`config.mk`:
```
export PLATFORM = sky130hd
export DESIGN_NAME = uart_cmd_framer_flat
export DESIGN_NICKNAME = d
export VERILOG_FILES = /design/src/rtl/uart_cmd_pkg.sv /design/src/rtl/uart_cmd_framer_if.sv /design/src/rtl/uart_cmd_framer.sv /design/src/flat_wrapper.sv
export SDC_FILE = /design/constraint.sdc
export NUM_CORES = 1
export LEC_CHECK = 0
export BUFFER_PORTS_ARGS = -buffer_cell sky130_fd_sc_hd__buf_2
export CORE_MARGIN = 2
export CORE_UTILIZATION = 30
export DETAILED_ROUTE_END_ITERATION = 10
export SYNTH_ARGS = -nofsm -noshare
export SYNTH_HDL_FRONTEND = slang
export SYNTH_SLANG_ARGS = --single-unit
export TNS_END_PERCENT = 100
```
`constraint.sdc`:
```
create_clock -name clk -period 4.52 [get_ports clk]
set_input_delay 0.678 -clock clk [delete_from_list [all_inputs] [get_ports clk]]
set_output_delay 0.678 -clock clk [all_outputs]
set_load 0.05 [all_outputs]
```
`src/rtl/uart_cmd_pkg.sv`:
```
// uart_cmd_pkg: framer state encoding, sync default and opcodes shared with the SD controller
package uart_cmd_pkg;
  typedef enum logic [2:0] {
    ST_HUNT,
    ST_OPC,
    ST_ARG,
    ST_CHK,
    ST_HOLD
  } state_t;
  localparam logic [7:0] SYNC_BYTE_DEFAULT = 8'hA5;
  localparam logic [7:0] OP_READ = 8'h52;
  localparam logic [7:0] OP_WRITE = 8'h57;
  localparam logic [7:0] OP_STATUS = 8'h53;
endpackage

```
`src/rtl/uart_cmd_framer_if.sv`:
```
// uart_cmd_framer_if: received-byte strobe in, validated command out over valid/ready
interface uart_cmd_framer_if;
  logic rx_done_tick;
  logic [7:0] rx_data;
  logic cmd_valid;
  logic [7:0] cmd_op;
  logic [31:0] cmd_arg;
  logic cmd_ready;
  modport master (
    input rx_done_tick,
    input rx_data,
    input cmd_ready,
    output cmd_valid,
    output cmd_op,
    output cmd_arg
  );
  modport slave (
    output rx_done_tick,
    output rx_data,
    output cmd_ready,
    input cmd_valid,
    input cmd_op,
    input cmd_arg
  );
endinterface

```
`src/rtl/uart_cmd_framer.sv`:
```
// uart_cmd_framer: hunts for SYNC, assembles 7-byte XOR-checked frames, hands off op/arg
module uart_cmd_framer
  import uart_cmd_pkg::*;
#(
  parameter int unsigned TIMEOUT_CYC = 1_000_000,
  parameter logic [7:0] SYNC_BYTE = SYNC_BYTE_DEFAULT
) (
  input logic clk,
  input logic rst,
  uart_cmd_framer_if.master bus,
  output logic err_chk,
  output logic err_timeout,
  output logic err_overrun,
  output logic busy
);
  localparam int unsigned CW = $clog2(TIMEOUT_CYC);
  // timeout fires in the cycle the counter would step onto TIMEOUT_CYC-1
  localparam logic [CW-1:0] CNT_LAST = CW'(TIMEOUT_CYC - 2);
  state_t state_q, state_d;
  logic [1:0] idx_q, idx_d;
  logic [7:0] chk_q, chk_d;
  logic [7:0] op_q, op_d;
  logic [31:0] arg_q, arg_d;
  logic [CW-1:0] cnt_q, cnt_d;
  logic err_chk_q, err_chk_d;
  logic err_timeout_q, err_timeout_d;
  logic err_overrun_q, err_overrun_d;
  logic rx;
  logic [7:0] data;
  logic framing;
  assign rx = bus.rx_done_tick;
  assign data = bus.rx_data;
  assign framing = state_q inside {ST_OPC, ST_ARG, ST_CHK};
  always_comb begin
    state_d = state_q;
    idx_d = idx_q;
    chk_d = chk_q;
    op_d = op_q;
    arg_d = arg_q;
    cnt_d = '0;
    err_chk_d = 1'b0;
    err_timeout_d = 1'b0;
    err_overrun_d = 1'b0;
    case (state_q)
      ST_HUNT: state_d = (rx && data == SYNC_BYTE) ? ST_OPC : ST_HUNT;
      ST_OPC: if (rx) begin
        op_d = data;
        chk_d = data;
        idx_d = '0;
        state_d = ST_ARG;
      end
      ST_ARG: if (rx) begin
        arg_d = {arg_q[23:0], data};
        chk_d = chk_q ^ data;
        idx_d = idx_q + 2'd1;
        state_d = (idx_q == 2'd3) ? ST_CHK : ST_ARG;
      end
      ST_CHK: if (rx) begin
        state_d = (data == chk_q) ? ST_HOLD : ST_HUNT;
        err_chk_d = data != chk_q;
      end
      ST_HOLD: begin
        err_overrun_d = rx;
        state_d = bus.cmd_ready ? ST_HUNT : ST_HOLD;
      end
      default: state_d = ST_HUNT;
    endcase
    if (framing) begin
      cnt_d = rx ? '0 : cnt_q + CW'(1);
      if (!rx && cnt_q == CNT_LAST) begin
        state_d = ST_HUNT;
        err_timeout_d = 1'b1;
        cnt_d = '0;
      end
    end
  end
  always_ff @(posedge clk) begin
    if (rst) begin
      state_q <= ST_HUNT;
      idx_q <= '0;
      chk_q <= '0;
      op_q <= '0;
      arg_q <= '0;
      cnt_q <= '0;
      err_chk_q <= 1'b0;
      err_timeout_q <= 1'b0;
      err_overrun_q <= 1'b0;
    end else begin
      state_q <= state_d;
      idx_q <= idx_d;
      chk_q <= chk_d;
      op_q <= op_d;
      arg_q <= arg_d;
      cnt_q <= cnt_d;
      err_chk_q <= err_chk_d;
      err_timeout_q <= err_timeout_d;
      err_overrun_q <= err_overrun_d;
    end
  end
  assign bus.cmd_valid = state_q == ST_HOLD;
  assign bus.cmd_op = op_q;
  assign bus.cmd_arg = arg_q;
  assign busy = state_q != ST_HUNT;
  assign err_chk = err_chk_q;
  assign err_timeout = err_timeout_q;
  assign err_overrun = err_overrun_q;
endmodule

```
`src/flat_wrapper.sv`:
```
// flat-port wrapper written by rule: the top's interface ports become plain ports
module uart_cmd_framer_flat import uart_cmd_pkg::*;
#(
  parameter int unsigned TIMEOUT_CYC = 1_000_000,
  parameter logic [7:0] SYNC_BYTE = SYNC_BYTE_DEFAULT
)
  (clk, rst, err_chk, err_timeout, err_overrun, busy, bus_rx_done_tick, bus_rx_data, bus_cmd_ready, bus_cmd_valid, bus_cmd_op, bus_cmd_arg);
  uart_cmd_framer_if bus_i ();
  input logic clk;
  input logic rst;
  output logic err_chk;
  output logic err_timeout;
  output logic err_overrun;
  output logic busy;
  input wire logic [$bits(bus_i.rx_done_tick)-1:0] bus_rx_done_tick;
  input wire logic [$bits(bus_i.rx_data)-1:0] bus_rx_data;
  input wire logic [$bits(bus_i.cmd_ready)-1:0] bus_cmd_ready;
  output wire logic [$bits(bus_i.cmd_valid)-1:0] bus_cmd_valid;
  output wire logic [$bits(bus_i.cmd_op)-1:0] bus_cmd_op;
  output wire logic [$bits(bus_i.cmd_arg)-1:0] bus_cmd_arg;
  assign bus_i.rx_done_tick = bus_rx_done_tick;
  assign bus_i.rx_data = bus_rx_data;
  assign bus_i.cmd_ready = bus_cmd_ready;
  assign bus_cmd_valid = bus_i.cmd_valid;
  assign bus_cmd_op = bus_i.cmd_op;
  assign bus_cmd_arg = bus_i.cmd_arg;
  uart_cmd_framer #(.TIMEOUT_CYC(TIMEOUT_CYC), .SYNC_BYTE(SYNC_BYTE)) u_core (.clk(clk), .rst(rst), .bus(bus_i), .err_chk(err_chk), .err_timeout(err_timeout), .err_overrun(err_overrun), .busy(busy));
endmodule
```
==> results.txt <==
----------------------------------------------------
[Clock network]
  Count of buffers added by post-CTS timing repair for setup ... 0
  Number of hold buffers added after CTS ... 0
  Max clock buf depth ... 2
  Clock root buffer master ... clkbuf_8
  H-Tree Level Count ... 3
  Clk pin slew, worst setup/hold paths ... about 0.09 ns
  Total number of clock tree sinks ... 76
  Clock latency reported for the late side of the worst-skew pair ... 0.36 ns
  Clock buffer count from CTS ... 9
  TritonCTS clock tree ... done
  # resized after CTS ... 0

[Route]
  Routed len/inst ... between 10 and 15 um
  Via density per instance ... slightly below 5
  Remaining number of nets flagged by the antenna check after routing ... 0
  Total via count after detailed routing ... 2826
  DRC marker count from the first detailed-route iteration ... 190
  Aggregate routed wire length ... around 7400 um
  TritonRoute pass-1 iters ... 4
  Drt drc ... 0

[Global route]
  Initial antenna violation count ... 0
  Largest net degree at the start of global routing ... 56
  Number of global-route vias before repair ... approximately 2500
  Wire length of the first global-routing pass ... 11990 um
  GR Util All Layers ... between 10% and 20%
  Global route total overflow ... 0

[Min path]
  Worst min path class ... reg -> reg

[Logic synthesis]
  Post-synthesis area per instance ... between 8 and 9 um^2
  Area leader, netlist ... dfxtp_1
  Ys async rst share ... 0%
  Top FF cell, synth ... dfxtp_1
  Proportion of synthesized chip area in sequential cells ... 47.57%
  Most instantiated cells after synthesis ... 101 x nand2_1, 76 x dfxtp_1, 58 x a21oi_1, 29 x nor2_1, 17 x clkbuf_1
  Area share of the largest cell type after synthesis ... 47.57%
  Number of flops mapped to enable cells by yosys ... 0
  Post-synthesis net count ... 412
  Count of unique library cells instantiated by Yosys ... 37
  Total number of yosys warnings ... 0
  Number of storage elements in the synthesis netlist ... 76
  Area of the mapped netlist ... between 0.003 and 0.004 mm^2
  Number of instances in the synthesized netlist ... around 400
  Most used standard cell by instance count after synthesis ... nand2_1
  Leading cell types by total area after synthesis ... dfxtp_1 48%, nand2_1 12%, a21oi_1 9.1%, nor2_1 3.4%, xor2_1 3.3%

[Floorplanning]
  Die area ... 0.01150 mm^2
  Number of placement rows ... 37
  Core Region ... approximately 0.010 mm^2
  Top-Level Pins ... 57
  Vertical die dimension ... around 110 um
  Initial core utilization ... 30.98%
  Die X-Extent ... 107.3 um

[Placed design]
  Placed cell areas ... 0.003586 mm^2
  Number of buffers added on ports ... between 50 and 60
  Final RePlAce weighted congestion ... 0.8017
  Detailed-placement wirelength estimate ... ~5000 um

[Status]
  Outcome ... finished, final reports clean

[STA]
  Count of final setup violators ... 0
  Min Tclk post-route ... roughly 2.1 ns
  Max-slew violation total from the final report ... 0
  Share of the clock period used by the worst path ... 47.01%
  Measured slew at the worst slew-check pin ... ~0.98 ns
  Worst slew margin relative to its limit ... approximately a third
  Setup repair after global routing missed its margin ... false
  Hold Vio Cnt, Final ... 0
  Final hold slack ... roughly 0.46 ns
  Max Clk Rate ... about 0.47 GHz
  Worst-case clock skew ... about 0.011 ns
  Final sum of negative setup slack ... 0 ns

[Power]
  Static leakage ... 0.001356 uW
  Power per cell area ... approximately 320 mW/mm^2
  IR drop worst, VDD ... roughly 110 uV
  Power after layout ... 1190 uW

[Setup path]
  Critical path fanouts, max ... 13
  Critical path start-end classification ... reg -> out
  Crit start category ... register
  Category of the worst setup path capture point ... output port
  Arrival time of data at the critical path endpoint ... 1.45 ns
  Required time of the critical path ... between 3 and 4 ns

[Final layout]
  Share of the core filled with cells in the final layout ... 36.53%
  Number of inserted diodes ... 0
  Layout cells sized above 1 ... between 10% and 20%
  Number of nets in the final layout ... roughly 460
  Cell area after layout ... 0.003771 mm^2
  Area added between synthesis and finish ... 17.92%

[Flow run]
  Maximum capacitance violations ... 0

----------------------------------------------------
[kinds of logic after synthesis]
| group | Yosys count | share of synthesized area, % |
|---|---|---|
| compound gates | 86 | 14.59 |
| buf+inv | 31 | 4.186 |
| simple gates | 181 | 26.99 |
| fa+ha+maj | 3 | 1.174 |
| flops | 76 | 47.57 |
| xor+xnor | 20 | 5.477 |
[flip-flops by register name, indices dropped and copies added, names as in the netlist]
| register | cells |
|---|---|
| u_core.bus.cmd_arg | 32 |
| u_core.bus.cmd_op | 8 |
| u_core.chk_q | 8 |
| u_core.cnt_q | 20 |
| u_core.err_chk | 1 |
| u_core.err_overrun | 1 |
| u_core.err_timeout | 1 |
| u_core.idx_q | 2 |
| u_core.state_q | 3 |
[critical path: stages, from the launching register on]
cell	delay [ns]
dfxtp_1	0.44
nor2_1	0.20
nand2_1	0.11
inv_1	0.09
buf_2	0.26
[path summary, 6_finish.rpt]
kind	startpoint	end	slack (ns)	depth (start not counted)
worst max-delay path	u_core.state_q[1]$_SDFF_PP0_	bus_cmd_valid	2.40	4
worst min-delay path	u_core.bus.cmd_arg[31]$_SDFFE_PP0P_	u_core.bus.cmd_arg[31]$_SDFFE_PP0P_	0.46	2
worst max register to register	u_core.state_q[1]$_SDFF_PP0_	u_core.chk_q[5]$_SDFFE_PP0P_	2.60	4
worst min register to register	u_core.bus.cmd_arg[31]$_SDFFE_PP0P_	u_core.bus.cmd_arg[31]$_SDFFE_PP0P_	0.46	2
[metrics by stage]
| stage | setup WS (ns) | cells |
|---|---|---|
| 3_5_place_dp | 2.317 | 568 |
| 6_report | 2.395 | 584 |
| 3_3_place_gp | 2.369 | 568 |
| 4_1_cts | 2.377 | 584 |
| 2_1_floorplan | 2.622 | 397 |
| 5_1_grt | 2.266 | 584 |
[cells in the final DEF (no fill, tap or decap), drive strengths merged, types with 3 or more instances in the layout]
cell,count
nand3,9
nand2,101
buf,61
inv,7
dfxtp,76
or4,3
xnor2,8
clkinv,3
xor2,12
and3,3
nor2,29
nor4bb,3
or3,5
nand4,4
ha,3
nor4,6
a21oi,59
o31ai,3
clkbuf,9
o211ai,8
o21ai,14
nor3,4
[layout make-up]
type,instances,area (um^2)
Fill cell,1061,6553
Multi-Input combinational cell,290,1558
Sequential cell,76,1521
Timing Repair Buffer,61,317.8
Tap cell,136,170.2
Clock buffer,9,123.9
Clock inverter,7,61.31
Inverter,5,18.77
[report_power, final]
| group | internal (uW) | switching [uW] |
|---|---|---|
| clock | 208 | 286 |
| combinational | 8.11 | 19.6 |
| sequential | 669 | 0.257 |
| total | 885 | 306 |
[routing by layer]
metal  track usage (%)  wire length [um]  vias up
li1                  -                 -     1447
met1             16.75              3456     1312
met2             20.89              3518       57
met3             2.906               330       10
met4             6.679               123        0
met5                 0                 0        -
(Power assumes the default switching activity.)
